File: src/rtl/mu0_pkg.sv
// Shared MU0 definitions: sequencer state encoding, phase codes and CPU status codes.
// Imported by the phase sequencer and by the CPU decoder.
package mu0_pkg;

    typedef enum logic [2:0] {
        ST_IDLE   = 3'd0,
        ST_F_ADDR = 3'd1,
        ST_F_DATA = 3'd2,
        ST_E_ADDR = 3'd3,
        ST_E_DATA = 3'd4,
        ST_HALTED = 3'd5,
        ST_ERROR  = 3'd6
    } seq_state_t;

    localparam logic [1:0] PHASE_FETCH_ADDR = 2'd0;
    localparam logic [1:0] PHASE_FETCH_DATA = 2'd1;
    localparam logic [1:0] PHASE_EXEC_ADDR  = 2'd2;
    localparam logic [1:0] PHASE_EXEC_DATA  = 2'd3;

    localparam logic [2:0] STATUS_HALTED = 3'b100;

    // Non-phase states present code 0: the CPU only mutates state on codes 1 and 3.
    function automatic logic [1:0] phase_of(input seq_state_t s);
        logic [1:0] p;
        p = PHASE_FETCH_ADDR;
        case (s)
            ST_F_DATA: p = PHASE_FETCH_DATA;
            ST_E_ADDR: p = PHASE_EXEC_ADDR;
            ST_E_DATA: p = PHASE_EXEC_DATA;
            default:   p = PHASE_FETCH_ADDR;
        endcase
        return p;
    endfunction

    function automatic logic is_phase_state(input seq_state_t s);
        return (s == ST_F_ADDR) || (s == ST_F_DATA) ||
               (s == ST_E_ADDR) || (s == ST_E_DATA);
    endfunction

endpackage

File: src/rtl/mu0_sat_counter.sv
// Up-counter that sticks at all-ones; synchronous active-low clear.
module mu0_sat_counter #(
    parameter int W = 32
) (
    input  logic         clk,
    input  logic         rst,
    input  logic         inc,
    output logic [W-1:0] count
);

    logic [W-1:0] count_q;
    logic [W-1:0] count_d;

    always_comb begin
        count_d = count_q;
        if (inc && (count_q != {W{1'b1}})) begin
            count_d = count_q + W'(1);
        end
    end

    always_ff @(posedge clk) begin
        if (!rst) begin
            count_q <= '0;
        end else begin
            count_q <= count_d;
        end
    end

    assign count = count_q;

endmodule

File: src/rtl/mu0_phase_sequencer.sv
// MU0 phase sequencer: steps the CPU through fetch/exec address/data phases,
// inserts memory wait states, detects halt and wait timeouts, counts cycles.
module mu0_phase_sequencer
    import mu0_pkg::*;
#(
    parameter int WAIT_LIMIT = 16,
    parameter int CNT_W      = 32
) (
    input  logic             clk,
    input  logic             rst,
    input  logic             run,
    input  logic             step,
    input  logic             mem_ready,
    input  logic [2:0]       get_status,
    output logic [1:0]       flag,
    output logic             busy,
    output logic             halted,
    output logic             error,
    output logic [CNT_W-1:0] cycle_count,
    output logic [CNT_W-1:0] instr_count
);

    localparam int              WAIT_W    = $clog2(WAIT_LIMIT + 1);
    localparam logic [WAIT_W-1:0] WAIT_LAST = WAIT_W'(WAIT_LIMIT - 1);

    seq_state_t        state_q, state_d;
    logic [WAIT_W-1:0] wait_q, wait_d;
    logic              one_shot_q, one_shot_d;
    // stop_q marks the F_ADDR visit after E_DATA as a halt-check that then returns to IDLE.
    logic              stop_q, stop_d;

    logic [1:0]        flag_q;
    logic              busy_q;
    logic              halted_q;
    logic              error_q;

    always_comb begin
        state_d    = state_q;
        wait_d     = wait_q;
        one_shot_d = one_shot_q;
        stop_d     = stop_q;

        case (state_q)
            ST_IDLE: begin
                if (run) begin
                    state_d    = ST_F_ADDR;
                    wait_d     = '0;
                    one_shot_d = 1'b0;
                    stop_d     = 1'b0;
                end else if (step) begin
                    state_d    = ST_F_ADDR;
                    wait_d     = '0;
                    one_shot_d = 1'b1;
                    stop_d     = 1'b0;
                end
            end

            ST_F_ADDR: begin
                // The CPU's STP status lags E_DATA by one cycle, so halt is sampled
                // on the first F_ADDR cycle and outranks mem_ready.
                if ((wait_q == '0) && (get_status == STATUS_HALTED)) begin
                    state_d = ST_HALTED;
                end else if (stop_q) begin
                    state_d = ST_IDLE;
                    stop_d  = 1'b0;
                end else if (mem_ready) begin
                    state_d = ST_F_DATA;
                end else if (wait_q == WAIT_LAST) begin
                    state_d = ST_ERROR;
                end else begin
                    wait_d = wait_q + WAIT_W'(1);
                end
            end

            ST_F_DATA: begin
                state_d = ST_E_ADDR;
                wait_d  = '0;
            end

            ST_E_ADDR: begin
                if (mem_ready) begin
                    state_d = ST_E_DATA;
                end else if (wait_q == WAIT_LAST) begin
                    state_d = ST_ERROR;
                end else begin
                    wait_d = wait_q + WAIT_W'(1);
                end
            end

            ST_E_DATA: begin
                // run is only consulted here, so an instruction always completes.
                state_d    = ST_F_ADDR;
                wait_d     = '0;
                stop_d     = one_shot_q || !run;
                one_shot_d = 1'b0;
            end

            ST_HALTED: state_d = ST_HALTED;
            ST_ERROR:  state_d = ST_ERROR;
            default:   state_d = ST_IDLE;
        endcase
    end

    always_ff @(posedge clk) begin
        if (!rst) begin
            state_q    <= ST_IDLE;
            wait_q     <= '0;
            one_shot_q <= 1'b0;
            stop_q     <= 1'b0;
            flag_q     <= PHASE_FETCH_ADDR;
            busy_q     <= 1'b0;
            halted_q   <= 1'b0;
            error_q    <= 1'b0;
        end else begin
            state_q    <= state_d;
            wait_q     <= wait_d;
            one_shot_q <= one_shot_d;
            stop_q     <= stop_d;
            flag_q     <= phase_of(state_d);
            busy_q     <= is_phase_state(state_d);
            halted_q   <= (state_d == ST_HALTED);
            error_q    <= (state_d == ST_ERROR);
        end
    end

    assign flag   = flag_q;
    assign busy   = busy_q;
    assign halted = halted_q;
    assign error  = error_q;

    mu0_sat_counter #(.W(CNT_W)) u_cycle_cnt (
        .clk   (clk),
        .rst   (rst),
        .inc   (busy_q),
        .count (cycle_count)
    );

    mu0_sat_counter #(.W(CNT_W)) u_instr_cnt (
        .clk   (clk),
        .rst   (rst),
        .inc   (state_q == ST_E_DATA),
        .count (instr_count)
    );

endmodule

File: config.mk
export PLATFORM = sky130hd
export DESIGN_NAME = mu0_phase_sequencer
export DESIGN_NICKNAME = d
export VERILOG_FILES = /design/src/rtl/mu0_pkg.sv /design/src/rtl/mu0_sat_counter.sv /design/src/rtl/mu0_phase_sequencer.sv
export SDC_FILE = /design/constraint.sdc
export NUM_CORES = 1
export LEC_CHECK = 0
export CORE_ASPECT_RATIO = 1.25
export CORE_UTILIZATION = 52
export DETAILED_ROUTE_END_ITERATION = 12
export PLACE_DENSITY_LB_ADDON = 0.25
export SETUP_SLACK_MARGIN = 0.4
export SLEW_MARGIN = 20
export SYNTH_ARGS = -nofsm -noshare
export SYNTH_HDL_FRONTEND = slang
export SYNTH_SLANG_ARGS = --single-unit
File: constraint.sdc
create_clock -name clk -period 3.21 [get_ports clk]
set_input_delay 0.642 -clock clk [delete_from_list [all_inputs] [get_ports clk]]
set_output_delay 0.642 -clock clk [all_outputs]
set_load 0.05 [all_outputs]
==> results by group, run 1 <==
Timing
  • Worst slew pin tran: 0.819 ns
  • Worst relative slew slack: 0.454
  • Final Max Slew Viols: 0
  • Final hold violation count: 0
  • Hold WS: 0.488 ns
  • Achievable clock frequency: 428 MHz
  • Final setup vio count: 0
  • Setup Skew: 0.0127 ns
  • Min cycle time layout: 2.34 ns
  • Final period util: 0.728
  • Final Worst Setup Slack: 0.874 ns
  • Total negative setup slack: 0 ns
  • Setup repair after global routing missed its margin: false

Synthesis
  • Syn Nets: 501
  • Synthesis-stage register bit count: 79
  • Mux share of post-synthesis cell area: 0.0244
  • Xor/xnor share of the synthesized area: 0.0406
  • Synth cell types: 63
  • Most frequently used cell type in the post-synthesis netlist: sky130_fd_sc_hd__dfxtp_1
  • Async SR Flop Fraction: 0
  • Top flip-flop cell by instance count after synthesis: sky130_fd_sc_hd__dfxtp_1
  • Post-synthesis sequential area ratio: 0.386
  • Largest family of logic cells by synthesized area: simple AND/OR/NAND/NOR gates
  • Leading post-synthesis cells by instance count: sky130_fd_sc_hd__dfxtp_1, sky130_fd_sc_hd__a21oi_1, sky130_fd_sc_hd__nand2_1
  • Post-synthesis share of cell area spent on full adders, half adders and majority gates: 0.0153
  • Cell area after technology mapping: 0.00410 mm^2
  • Number of cells produced by synthesis: 488
  • Simple-Gate Fraction of Synth Area: 0.306
  • Most area-consuming cells after synthesis: sky130_fd_sc_hd__dfxtp_1, sky130_fd_sc_hd__a21oi_1, sky130_fd_sc_hd__nand2_1, sky130_fd_sc_hd__nand3_1, sky130_fd_sc_hd__or3_1
  • Yosys top cell area share: 0.386
  • Average footprint of a synthesized cell: 8.39 um^2
  • Library cell occupying the most area in the post-synthesis netlist: sky130_fd_sc_hd__dfxtp_1
  • Number of enable-type register cells in the synthesized netlist: 0
  • Compound-cell area share of the yosys netlist: 0.184
  • Number of warnings issued by yosys: 0

Run
  • Max Cap Violations: 0

Clocking
  • Clock-pin slew on the worst setup and hold paths: 0.08 ns
  • Clock tree from TritonCTS: built
  • CTS H-Tree Depth: 3
  • Source-to-sink clock delay at the later pin of the worst-skew pair: 0.36 ns
  • Max Root-Sink Buffers: 2
  • TritonCTS Buffers: 9
  • Quantity of gates resized following cts: 0
  • CTS sink cnt: 79
  • Clock root buffer: sky130_fd_sc_hd__clkbuf_8
  • Quantity of hold-fixing buffers added after cts: 0
  • Number of setup buffers added after CTS: 0

Layout
  • Final std cells w/o fill: 656
  • Final standard cell area without fillers: 0.00512 mm^2
  • Number of nets in the finished design: 572
  • Antenna cells: 0
  • Area delta synth->final: 24.9%
  • Share of final-layout standard cells stronger than drive strength 1: 0.0550

Power
  • Maximum vdd ir drop: 0.324 mV
  • Static leakage: 1.70 nW
  • Power Dens Cells: 404 mW/mm^2

Setup path
  • Type of the worst setup path: register to primary output
  • Bufs and invs on worst path: 1
  • Critical path fanouts, max: 7
  • Kind of end point of the critical path: primary output
  • CP max stage delay: 0.86 ns
  • Family with the most delay on the worst path: buffers and inverters
  • Arrival time of data at the critical path endpoint: 1.69 ns
  • Startpoint class of the critical path: register
  • Cell breakdown of the critical path: clkdlybuf4s50_1
  • Cell with the largest stage delay on the worst path: sky130_fd_sc_hd__clkdlybuf4s50_1
  • Required time of the worst setup path: 2.57 ns

Place
  • Number of instances in the placed design: 640
  • Setup WS pre-CTS: 0.743 ns
  • Instance area at placement: 0.00488 mm^2
  • Number of I/O port buffers: 76
  • Final weighted congestion in routability-driven placement: 0.901
  • Detail Placement HPWL: 6.86 mm

Detailed routing
  • Via count of the routed design: 3990
  • Number of detailed-routing iterations run before antenna repair: 4
  • DRC violation count after routing: 0
  • Count of antenna-violating nets left after detailed routing: 0
  • Violation count after the first detailed-route iteration: 188
  • Vias/cell: 6.08
  • Detailed-route wire length: 9.89 mm
  • WL/cell: 15.1 um

Global route
  • Initial antenna violation count: 0
  • Gr ovfl total: 0
  • Number of global-route vias before repair: 3548
  • Overall global routing resource usage: 0.244
  • Pin count of the biggest net entering global routing: 32
  • Wire length of the first global-routing pass: 15.9 mm

Floorplanning
  • I/O pin cnt: 77
  • Die Width: 81.4 um
  • Area of the placeable core: 0.00749 mm^2
  • Starting density of the core: 0.547
  • Total Die Area: 0.00824 mm^2
  • Std cell rows: 35
  • Vertical extent of the die: 101 um

Hold path
  • Path type of the worst min-delay path: register to register

Status
  • Run status: completed
-- logic make-up after synthesis --
group,count (synthesis)
multiplexers,10
flip-flops,79
AO/OA/AOI/OAI,120
buffers and inverters,37
XOR/XNOR,19
adder cells (fa/ha/maj),5
AND/OR/NAND/NOR,218
-- report_power, final --
group	internal (mW)	leakage [nW]	switching, mW
Clock	0.516	0.120	0.376
Combinational	0.0552	0.946	0.107
Sequential	0.992	0.638	0.0229
Total	1.56	1.70	0.505
-- routing by layer --
layer / GRT usage / part of all wire / wire length (um)
met4: 0.100 / 0.014 / 136
met2: 0.417 / 0.50 / 4900
met3: 0.0432 / 0.041 / 406
met5: 0 / 0 / 0
met1: 0.297 / 0.45 / 4450
-- worst paths after layout --
kind | depth (start not counted) | slack (ns) | from | endpoint
max reg2reg | 5 | 0.93 | u_instr_cnt.count[25]$_SDFFE_PN0P_ | u_instr_cnt.count[19]$_SDFFE_PN0P_
min | 2 | 0.49 | wait_q[4]$_SDFFE_PN0P_ | wait_q[4]$_SDFFE_PN0P_
max | 1 | 0.87 | u_cycle_cnt.count[2]$_SDFFE_PN0P_ | cycle_count[2]
min reg2reg | 2 | 0.49 | wait_q[4]$_SDFFE_PN0P_ | wait_q[4]$_SDFFE_PN0P_
-- cell usage in the layout (no fill, tap or decap), types with 3 or more instances in the layout --
cell type and instances:
sky130_fd_sc_hd__dfxtp_1 79, sky130_fd_sc_hd__clkdlybuf4s50_1 76, sky130_fd_sc_hd__nand2_1 43, sky130_fd_sc_hd__a21oi_1 43
sky130_fd_sc_hd__nand3_1 31, sky130_fd_sc_hd__nor2_1 28, sky130_fd_sc_hd__or3_1 22, sky130_fd_sc_hd__inv_1 18
sky130_fd_sc_hd__o21ai_0 18, sky130_fd_sc_hd__nand4_1 15, sky130_fd_sc_hd__xnor2_1 14, sky130_fd_sc_hd__o31ai_1 13
sky130_fd_sc_hd__nand2b_1 12, sky130_fd_sc_hd__or4_1 11, sky130_fd_sc_hd__nor3_1 10, sky130_fd_sc_hd__mux2i_1 10
sky130_fd_sc_hd__and3_1 9, sky130_fd_sc_hd__o21ai_1 9, sky130_fd_sc_hd__clkbuf_8 9, sky130_fd_sc_hd__and4_1 8
sky130_fd_sc_hd__a211oi_1 6, sky130_fd_sc_hd__o22ai_1 6, sky130_fd_sc_hd__nor4_1 5, sky130_fd_sc_hd__xor2_1 5
sky130_fd_sc_hd__ha_1 5, sky130_fd_sc_hd__and2_1 4, sky130_fd_sc_hd__nor2b_1 3, sky130_fd_sc_hd__a31oi_1 3
sky130_fd_sc_hd__bufinv_16 3
-- layout make-up --
cell class / count / area [um^2]
Fill cell: 617 / 2370
Inverter: 19 / 71.3
Clock inverter: 6 / 109
Multi-Input combinational cell: 372 / 2340
Sequential cell: 79 / 1580
Timing Repair Buffer: 78 / 776
Clock buffer: 10 / 128
Tap cell: 92 / 115
-- per-stage QoR --
stage / total power [mW] / util
finish: 2.07 / 0.683
detailed placement: 1.20 / 0.652
CTS: 2.08 / 0.683
global placement: 1.19 / 0.652
floorplan: 1.15 / -
global route: 2.14 / 0.683
-- sequential cells by signal (all words and copies together) (netlist names) --
signal             count
one_shot_q             1
error                  1
u_cycle_cnt.count     32
busy                   1
u_instr_cnt.count     32
flag                   2
state_q                3
wait_q                 5
halted                 1
stop_q                 1
-- worst min-delay path, cell delays in order, from the launching register on --
cell	delay, ns
sky130_fd_sc_hd__dfxtp_1	0.32
sky130_fd_sc_hd__inv_1	0.07
sky130_fd_sc_hd__o22ai_1	0.06
No activity file was read; power rests on OpenSTA's default activity.
==> inputs of run 2 (changes only) <==
==> constraint.sdc (replaced) <==
create_clock -name clk -period 2.3 [get_ports clk]
set_input_delay 0.46 -clock clk [delete_from_list [all_inputs] [get_ports clk]]
set_output_delay 0.46 -clock clk [all_outputs]
set_load 0.05 [all_outputs]
==> results by group, run 2 (synthesized netlist as in run 1, its figures left out) <==
Timing
  • Total negative setup slack: 0 ns (unchanged)
  • Setup repair after global routing missed its margin: true
  • Achievable clock frequency: 511 MHz
  • Setup Skew: 0.0105 ns (-0.00220 ns)
  • Min cycle time layout: 1.96 ns
  • Worst slew pin tran: 0.539 ns (-0.280 ns)
  • Final period util: 0.851
  • Final setup vio count: 0 (unchanged)
  • Final Max Slew Viols: 0 (unchanged)
  • Final hold violation count: 0 (unchanged)
  • Hold WS: 0.474 ns (-0.0140 ns)
  • Worst relative slew slack: 0.631 (+0.177)

Clocking
  • Clock tree from TritonCTS: built
  • Clock root buffer: sky130_fd_sc_hd__clkbuf_8
  • CTS H-Tree Depth: 3 (unchanged)
  • TritonCTS Buffers: 9 (unchanged)
  • Max Root-Sink Buffers: 2 (unchanged)
  • Source-to-sink clock delay at the later pin of the worst-skew pair: 0.35 ns (about the same)
  • CTS sink cnt: 79 (unchanged)
  • Clock-pin slew on the worst setup and hold paths: 0.09 ns (about the same)

Layout
  • Most common cell after layout, fill and taps aside: sky130_fd_sc_hd__dlygate4sd2_1
  • Final std cells w/o fill: 701 (+6.9%)
  • Area delta synth->final: 38.7%
  • Share of final-layout standard cells stronger than drive strength 1: 0.271 (+0.216)
  • Antenna cells: 0 (unchanged)
  • Count of fill cells added during filler insertion: 561 (-9.1%)
  • Most frequent cells in the layout: sky130_fd_sc_hd__dlygate4sd2_1, sky130_fd_sc_hd__buf_4, sky130_fd_sc_hd__dfxtp_4
  • Area taken by multi-input logic gates: 0.00254 mm^2 (+8.7%)
  • FF/Latch Area: 0.00177 mm^2 (+12%)
  • Number of nets in the finished design: 617 (+7.9%)

Global route
  • Pin count of the biggest net entering global routing: 36 (+13%)
  • Overall global routing resource usage: 0.263 (+0.0193)
  • Gr ovfl total: 0 (unchanged)
  • Initial antenna violation count: 0 (unchanged)
  • Number of global-route vias before repair: 3875 (+9.2%)
  • Wire length of the first global-routing pass: 17.1 mm (+7.7%)

Setup path
  • Required time of the worst setup path: 2.59 ns (+0.02 ns)
  • Startpoint class of the critical path: register
  • Critical path fanouts, max: 5 (-2)
  • Family with the most delay on the worst path: simple AND/OR/NAND/NOR gates
  • CP max stage delay: 0.51 ns (-0.35 ns)
  • Bufs and invs on worst path: 2 (+1)
  • Type of the worst setup path: register to register
  • Kind of end point of the critical path: register
  • Cell with the largest stage delay on the worst path: sky130_fd_sc_hd__or4b_4
  • Arrival time of data at the critical path endpoint: 2.25 ns (+0.56 ns)
  • Most repeated library cell on the critical path: sky130_fd_sc_hd__buf_4
  • Cell breakdown of the critical path: nand4_1 > nor4_4 > buf_4 > buf_4 > a311oi_4 > or4b_4 > a21oi_2

Place
  • Number of instances in the placed design: 649 (+1.4%)
  • Final weighted congestion in routability-driven placement: 0.913 (+1.3%)
  • Number of I/O port buffers: 76 (unchanged)
  • Detail Placement HPWL: 7.22 mm (+5.3%)

Power
  • Maximum vdd ir drop: 0.355 mV (+9.4%)
  • Combinational share of power: 0.104 (+0.026)
  • Seq pwr share: 0.540 (+0.049)
  • P_int: 1.83 mW (+17%)
  • Power after layout: 2.54 mW (+23%)
  • Clock network fraction of design power: 0.356 (-0.075)
  • Switching part of the total: 0.281 (+0.0366)
  • Static leakage: 2.32 nW (+36%)
  • Power Dens Cells: 447 mW/mm^2 (+11%)
  • Switching power of the nets: 0.713 mW (+41%)

Detailed routing
  • Detailed-route wire length: 11.1 mm (+13%)
  • DRC violation count after routing: 0 (unchanged)
  • Violation count after the first detailed-route iteration: 227 (+21%)
  • Count of antenna-violating nets left after detailed routing: 0 (unchanged)
  • WL/cell: 15.9 um (+5.4%)
  • Via count of the routed design: 4327 (+8.4%)
  • Number of detailed-routing iterations run before antenna repair: 5 (+1)
  • Vias/cell: 6.17 (+1.5%)

Status
  • Run status: completed

Floorplanning
  • I/O pin cnt: 77 (unchanged)
  • Vertical extent of the die: 101 um (unchanged)
  • Starting density of the core: 0.547 (unchanged)
  • Area of the placeable core: 0.00749 mm^2 (unchanged)
  • Std cell rows: 35 (unchanged)
  • Die Width: 81.4 um (unchanged)
  • Total Die Area: 0.00824 mm^2 (unchanged)

Hold path
  • Path type of the worst min-delay path: register to register

Run
  • Max Cap Violations: 0 (unchanged)
[run 2: worst paths after layout]
| path | start | to | slack [ns] | cells past startpoint |
|---|---|---|---|---|
| max | u_instr_cnt.count[16]$_SDFFE_PN0P_ | u_instr_cnt.count[10]$_SDFFE_PN0P_ | 0.34 | 7 |
| min | wait_q[0]$_SDFFE_PN0P_ | wait_q[0]$_SDFFE_PN0P_ | 0.47 | 1 |
| max reg2reg | u_instr_cnt.count[16]$_SDFFE_PN0P_ | u_instr_cnt.count[10]$_SDFFE_PN0P_ | 0.34 | 7 |
| min reg2reg | wait_q[0]$_SDFFE_PN0P_ | wait_q[0]$_SDFFE_PN0P_ | 0.47 | 1 |
[run 2: area by class of cell]
cell class | instances | area share
multi-input combinational | 374 | 0.447
clock buffer | 10 | 0.0225
clock inverter | 6 | 0.00661
tap | 92 | 0.0203
inverter | 19 | 0.0126
sequential | 79 | 0.312
timing repair buffer | 121 | 0.179
[run 2: worst register-to-register path, cell delays in order, from the launching register on]
cell,delay (ns)
sky130_fd_sc_hd__dfxtp_4,0.37
sky130_fd_sc_hd__nand4_1,0.18
sky130_fd_sc_hd__nor4_4,0.09
sky130_fd_sc_hd__buf_4,0.16
sky130_fd_sc_hd__buf_4,0.14
sky130_fd_sc_hd__a311oi_4,0.34
sky130_fd_sc_hd__or4b_4,0.51
sky130_fd_sc_hd__a21oi_2,0.13
[run 2: stage by stage]
step                      setup WS, ns  area, um^2  utilization
after detailed placement        0.0970        5170        0.690
after global routing             0.285        5680        0.759
final                            0.344        5680        0.759
after CTS                        0.302        5410        0.722
after global placement           0.178        5170        0.690
after floorplan                  0.356        4320            -
[run 2: repair_timing]
| action | in CTS | in global routing |
|---|---|---|
| gates resized for setup | 85 | 20 |
| buffers inserted | 11 | 23 |
| hold buffers | 0 | 0 |
| pin swaps | 12 | 15 |
| setup endpoints to repair | 97 | 47 |
| cloned | 0 | 2 |
[run 2: routing by layer]
layer  vias to the layer above  track usage  wire length [um]
li1                       2070            -                 -
met1                      2066        0.306              4430
met2                       160        0.464              5850
met3                        31       0.0351               558
met4                         0        0.132               293
met5                         -            0                 0
[run 2: power groups by stage]
stage	Clock, mW	Sequential, mW	Combinational [mW]
6_report	0.905	1.37	0.263
5_1_grt	0.980	1.38	0.283
4_1_cts	0.919	1.37	0.234
3_5_place_dp	0	1.40	0.232
3_3_place_gp	0	1.40	0.227
2_1_floorplan	0	1.43	0.140
==> inputs of run 3 (changes only) <==
--- a/config.mk
+++ b/config.mk
@@ -6,6 +6,7 @@
 export NUM_CORES = 1
 export LEC_CHECK = 0
 export CORE_ASPECT_RATIO = 1.25
+export CORE_MARGIN = 2
 export CORE_UTILIZATION = 52
 export DETAILED_ROUTE_END_ITERATION = 12
 export PLACE_DENSITY_LB_ADDON = 0.25
==> results by group, run 3 (synthesized netlist as in run 1, its figures left out) <==
Status
  • Run status: completed

Clocking
  • Max Root-Sink Buffers: 2 (unchanged)
  • CTS H-Tree Depth: 3 (unchanged)
  • Quantity of hold-fixing buffers added after cts: 0 (unchanged)
  • Source-to-sink clock delay at the later pin of the worst-skew pair: 0.37 ns (+0.02 ns)
  • Clock root buffer: sky130_fd_sc_hd__clkbuf_8
  • Clock-pin slew on the worst setup and hold paths: 0.08 ns (about the same)
  • TritonCTS Buffers: 9 (unchanged)
  • Clock tree from TritonCTS: built
  • CTS sink cnt: 79 (unchanged)

Setup path
  • Arrival time of data at the critical path endpoint: 2.24 ns (about the same)
  • Critical path fanouts, max: 8 (+3)
  • R2R Path Start: u_instr_cnt.count[17]$_SDFFE_PN0P_
  • Cell breakdown of the critical path: nand4_1 > or3_4 > a2111o_1 > or3_1 > a21oi_2
  • Reg-to-Reg End: u_instr_cnt.count[31]$_SDFFE_PN0P_
  • Startpoint class of the critical path: register
  • CP max stage delay: 0.45 ns (-0.06 ns)
  • Worst r2r path cells: 5 (-2)
  • Type of the worst setup path: register to register
  • Required time of the worst setup path: 2.60 ns (about the same)
  • Worst reg-to-reg setup slack: 0.36 ns (+0.02 ns)
  • Kind of end point of the critical path: register
  • Cell with the largest stage delay on the worst path: sky130_fd_sc_hd__a2111o_1

Floorplanning
  • Std cell rows: 36 (+2.9%)
  • Area of the placeable core: 0.00770 mm^2 (+2.9%)
  • Total Die Area: 0.00861 mm^2 (+4.5%)
  • Vertical extent of the die: 103 um (+2.0%)
  • Die Width: 83.4 um (+2.5%)
  • Starting density of the core: 0.532 (-0.0152)
  • I/O pin cnt: 77 (unchanged)

Layout
  • Area delta synth->final: 41.5%
  • Most common cell after layout, fill and taps aside: sky130_fd_sc_hd__dlygate4sd2_1
  • Number of nets in the finished design: 609 (-1.3%)
  • Most frequent cells in the layout: sky130_fd_sc_hd__dlygate4sd2_1, sky130_fd_sc_hd__dfxtp_4, sky130_fd_sc_hd__nand2_1
  • Antenna cells: 0 (unchanged)
  • Share of final-layout standard cells stronger than drive strength 1: 0.276 (+0.00527)
  • Core Util, Final: 0.752 (-0.00629)
  • Count of fill cells added during filler insertion: 586 (+4.5%)

Power
  • Power Dens Cells: 502 mW/mm^2 (+12%)
  • Maximum vdd ir drop: 0.452 mV (+27%)
  • Static leakage: 2.38 nW (+2.6%)

Global route
  • Pin count of the biggest net entering global routing: 32 (-11%)
  • Layer carrying the most global-route usage: met2
  • Met1 Track Usage GR: 0.286 (-0.0202)
  • Initial antenna violation count: 0 (unchanged)
  • Overall global routing resource usage: 0.257 (-0.00632)
  • Met3 demand-to-capacity share in global routing: 0.0437 (+0.00852)
  • Number of global-route vias before repair: 4030 (+4.0%)
  • Gr ovfl total: 0 (unchanged)
  • Met2 routing resource usage after global routing: 0.465 (+0.000538)
  • Wire length of the first global-routing pass: 18.2 mm (+6.5%)

Place
  • Setup WS pre-CTS: 0.105 ns (+0.00796 ns)
  • Final weighted congestion in routability-driven placement: 0.931 (+2.0%)
  • Number of I/O port buffers: 76 (unchanged)
  • Detail Placement HPWL: 7.20 mm (-0.36%)

Timing
  • Final setup vio count: 0 (unchanged)
  • Worst relative slew slack: 0.664 (+0.0329)
  • Setup repair after global routing missed its margin: true
  • Final Max Slew Viols: 0 (unchanged)
  • Min cycle time layout: 1.94 ns (-0.0171 ns)
  • Worst slew pin tran: 0.491 ns (-0.0481 ns)
  • Final hold violation count: 0 (unchanged)
  • Hold WS: 0.486 ns (+0.0115 ns)
  • Final Worst Setup Slack: 0.361 ns (+0.0171 ns)
  • Final period util: 0.843 (-0.00744)
  • Setup Skew: 0.0100 ns (-0.000495 ns)
  • Total negative setup slack: 0 ns (unchanged)
  • Achievable clock frequency: 516 MHz (+0.88%)

Hold path
  • Path type of the worst min-delay path: register to register
  • Hold worst-path end: one_shot_q$_SDFFE_PN0P_
  • Launch instance of the worst min-delay path: one_shot_q$_SDFFE_PN0P_
  • Worst Hold Path Cells: 2 (+1)

Detailed routing
  • Violation count after the first detailed-route iteration: 266 (+17%)
  • Count of antenna-violating nets left after detailed routing: 0 (unchanged)
  • DRC violation count after routing: 0 (unchanged)
  • Via count of the routed design: 4305 (-0.51%)
  • Vias/cell: 6.19 (+0.21%)
  • Detailed-route wire length: 11.7 mm (+5.3%)
  • Number of detailed-routing iterations run before antenna repair: 5 (unchanged)
  • WL/cell: 16.9 um (+6.1%)

Run
  • Max Cap Violations: 0 (unchanged)
==> run 3: changes by cell type in the layout (fill, tap and decap cells not counted), moves of 2 or more <==
cell,previous run,this run
sky130_fd_sc_hd__a21oi_2,1,4
sky130_fd_sc_hd__ha_2,2,0
sky130_fd_sc_hd__dfxtp_2,25,19
sky130_fd_sc_hd__clkbuf_16,0,2
sky130_fd_sc_hd__buf_4,44,35
sky130_fd_sc_hd__a21oi_1,42,39
sky130_fd_sc_hd__clkinvlp_4,2,0
sky130_fd_sc_hd__ha_4,2,4
sky130_fd_sc_hd__bufinv_16,0,2
sky130_fd_sc_hd__dfxtp_4,43,49
==> run 3: what timing repair did <==
item | in CTS | in global routing
endpoints found under the hold margin | 0 | 0
cloned | 2 | 0
resized for setup | 85 | 41
setup buffers | 11 | 17
pin swaps | 6 | 25
endpoints found under the setup margin | 112 | 55
==> run 3: report_power, final <==
group	switching (mW)	total, mW	internal (mW)
Sequential	0.0292	1.36	1.33
Combinational	0.172	0.271	0.0984
Clock	0.532	1.28	0.743
Total	0.734	2.91	2.17
==> run 3: area by class of cell <==
| cell class | instances | area [um^2] | share of cell area |
|---|---|---|---|
| Clock buffer | 12 | 178 | 0.0307 |
| Tap cell | 95 | 119 | 0.0205 |
| Timing Repair Buffer | 113 | 960 | 0.166 |
| Clock inverter | 4 | 71.3 | 0.0123 |
| Inverter | 19 | 71.3 | 0.0123 |
| Multi-Input combinational cell | 374 | 2610 | 0.450 |
| Sequential cell | 79 | 1790 | 0.309 |
==> run 3: metal layers <==
layer | routed length, um | up-vias | share of wire
met2 | 6130 | 170 | 0.52
met3 | 702 | 22 | 0.060
met4 | 252 | 0 | 0.021
li1 | - | 2048 | -
met5 | 0 | - | 0
met1 | 4640 | 2065 | 0.40
==> run 3: worst max-delay path: cells and delay by family (launching register included) <==
kind / cells / cell delay, ns
AND/OR/NAND/NOR: 3 / 0.94
AO/OA/AOI/OAI: 2 / 0.56
flip-flops: 1 / 0.37
==> run 3: stage by stage <==
step | instance area (um^2) | power (mW) | std cells
floorplan | 4320 | 1.57 | 488
global placement | 5160 | 1.63 | 650
detailed placement | 5160 | 1.63 | 650
CTS | 5490 | 2.90 | 679
global route | 5790 | 2.99 | 696
finish | 5790 | 2.91 | 696
==> run 3: how the worst max path moves through the flow <==
stage | cells past startpoint | end | slack, ns | start
after floorplan | 6 | u_instr_cnt.count[10]$_SDFFE_PN0P_ | 0.36 | u_instr_cnt.count[1]$_SDFFE_PN0P_
after global placement | 6 | flag[0]$_SDFF_PN0_ | 0.18 | mem_ready
after detailed placement | 6 | flag[0]$_SDFF_PN0_ | 0.10 | mem_ready
after CTS | 6 | u_instr_cnt.count[10]$_SDFFE_PN0P_ | 0.28 | u_instr_cnt.count[0]$_SDFFE_PN0P_
after global routing | 5 | u_instr_cnt.count[31]$_SDFFE_PN0P_ | 0.30 | u_instr_cnt.count[19]$_SDFFE_PN0P_
final | 5 | u_instr_cnt.count[31]$_SDFFE_PN0P_ | 0.36 | u_instr_cnt.count[17]$_SDFFE_PN0P_
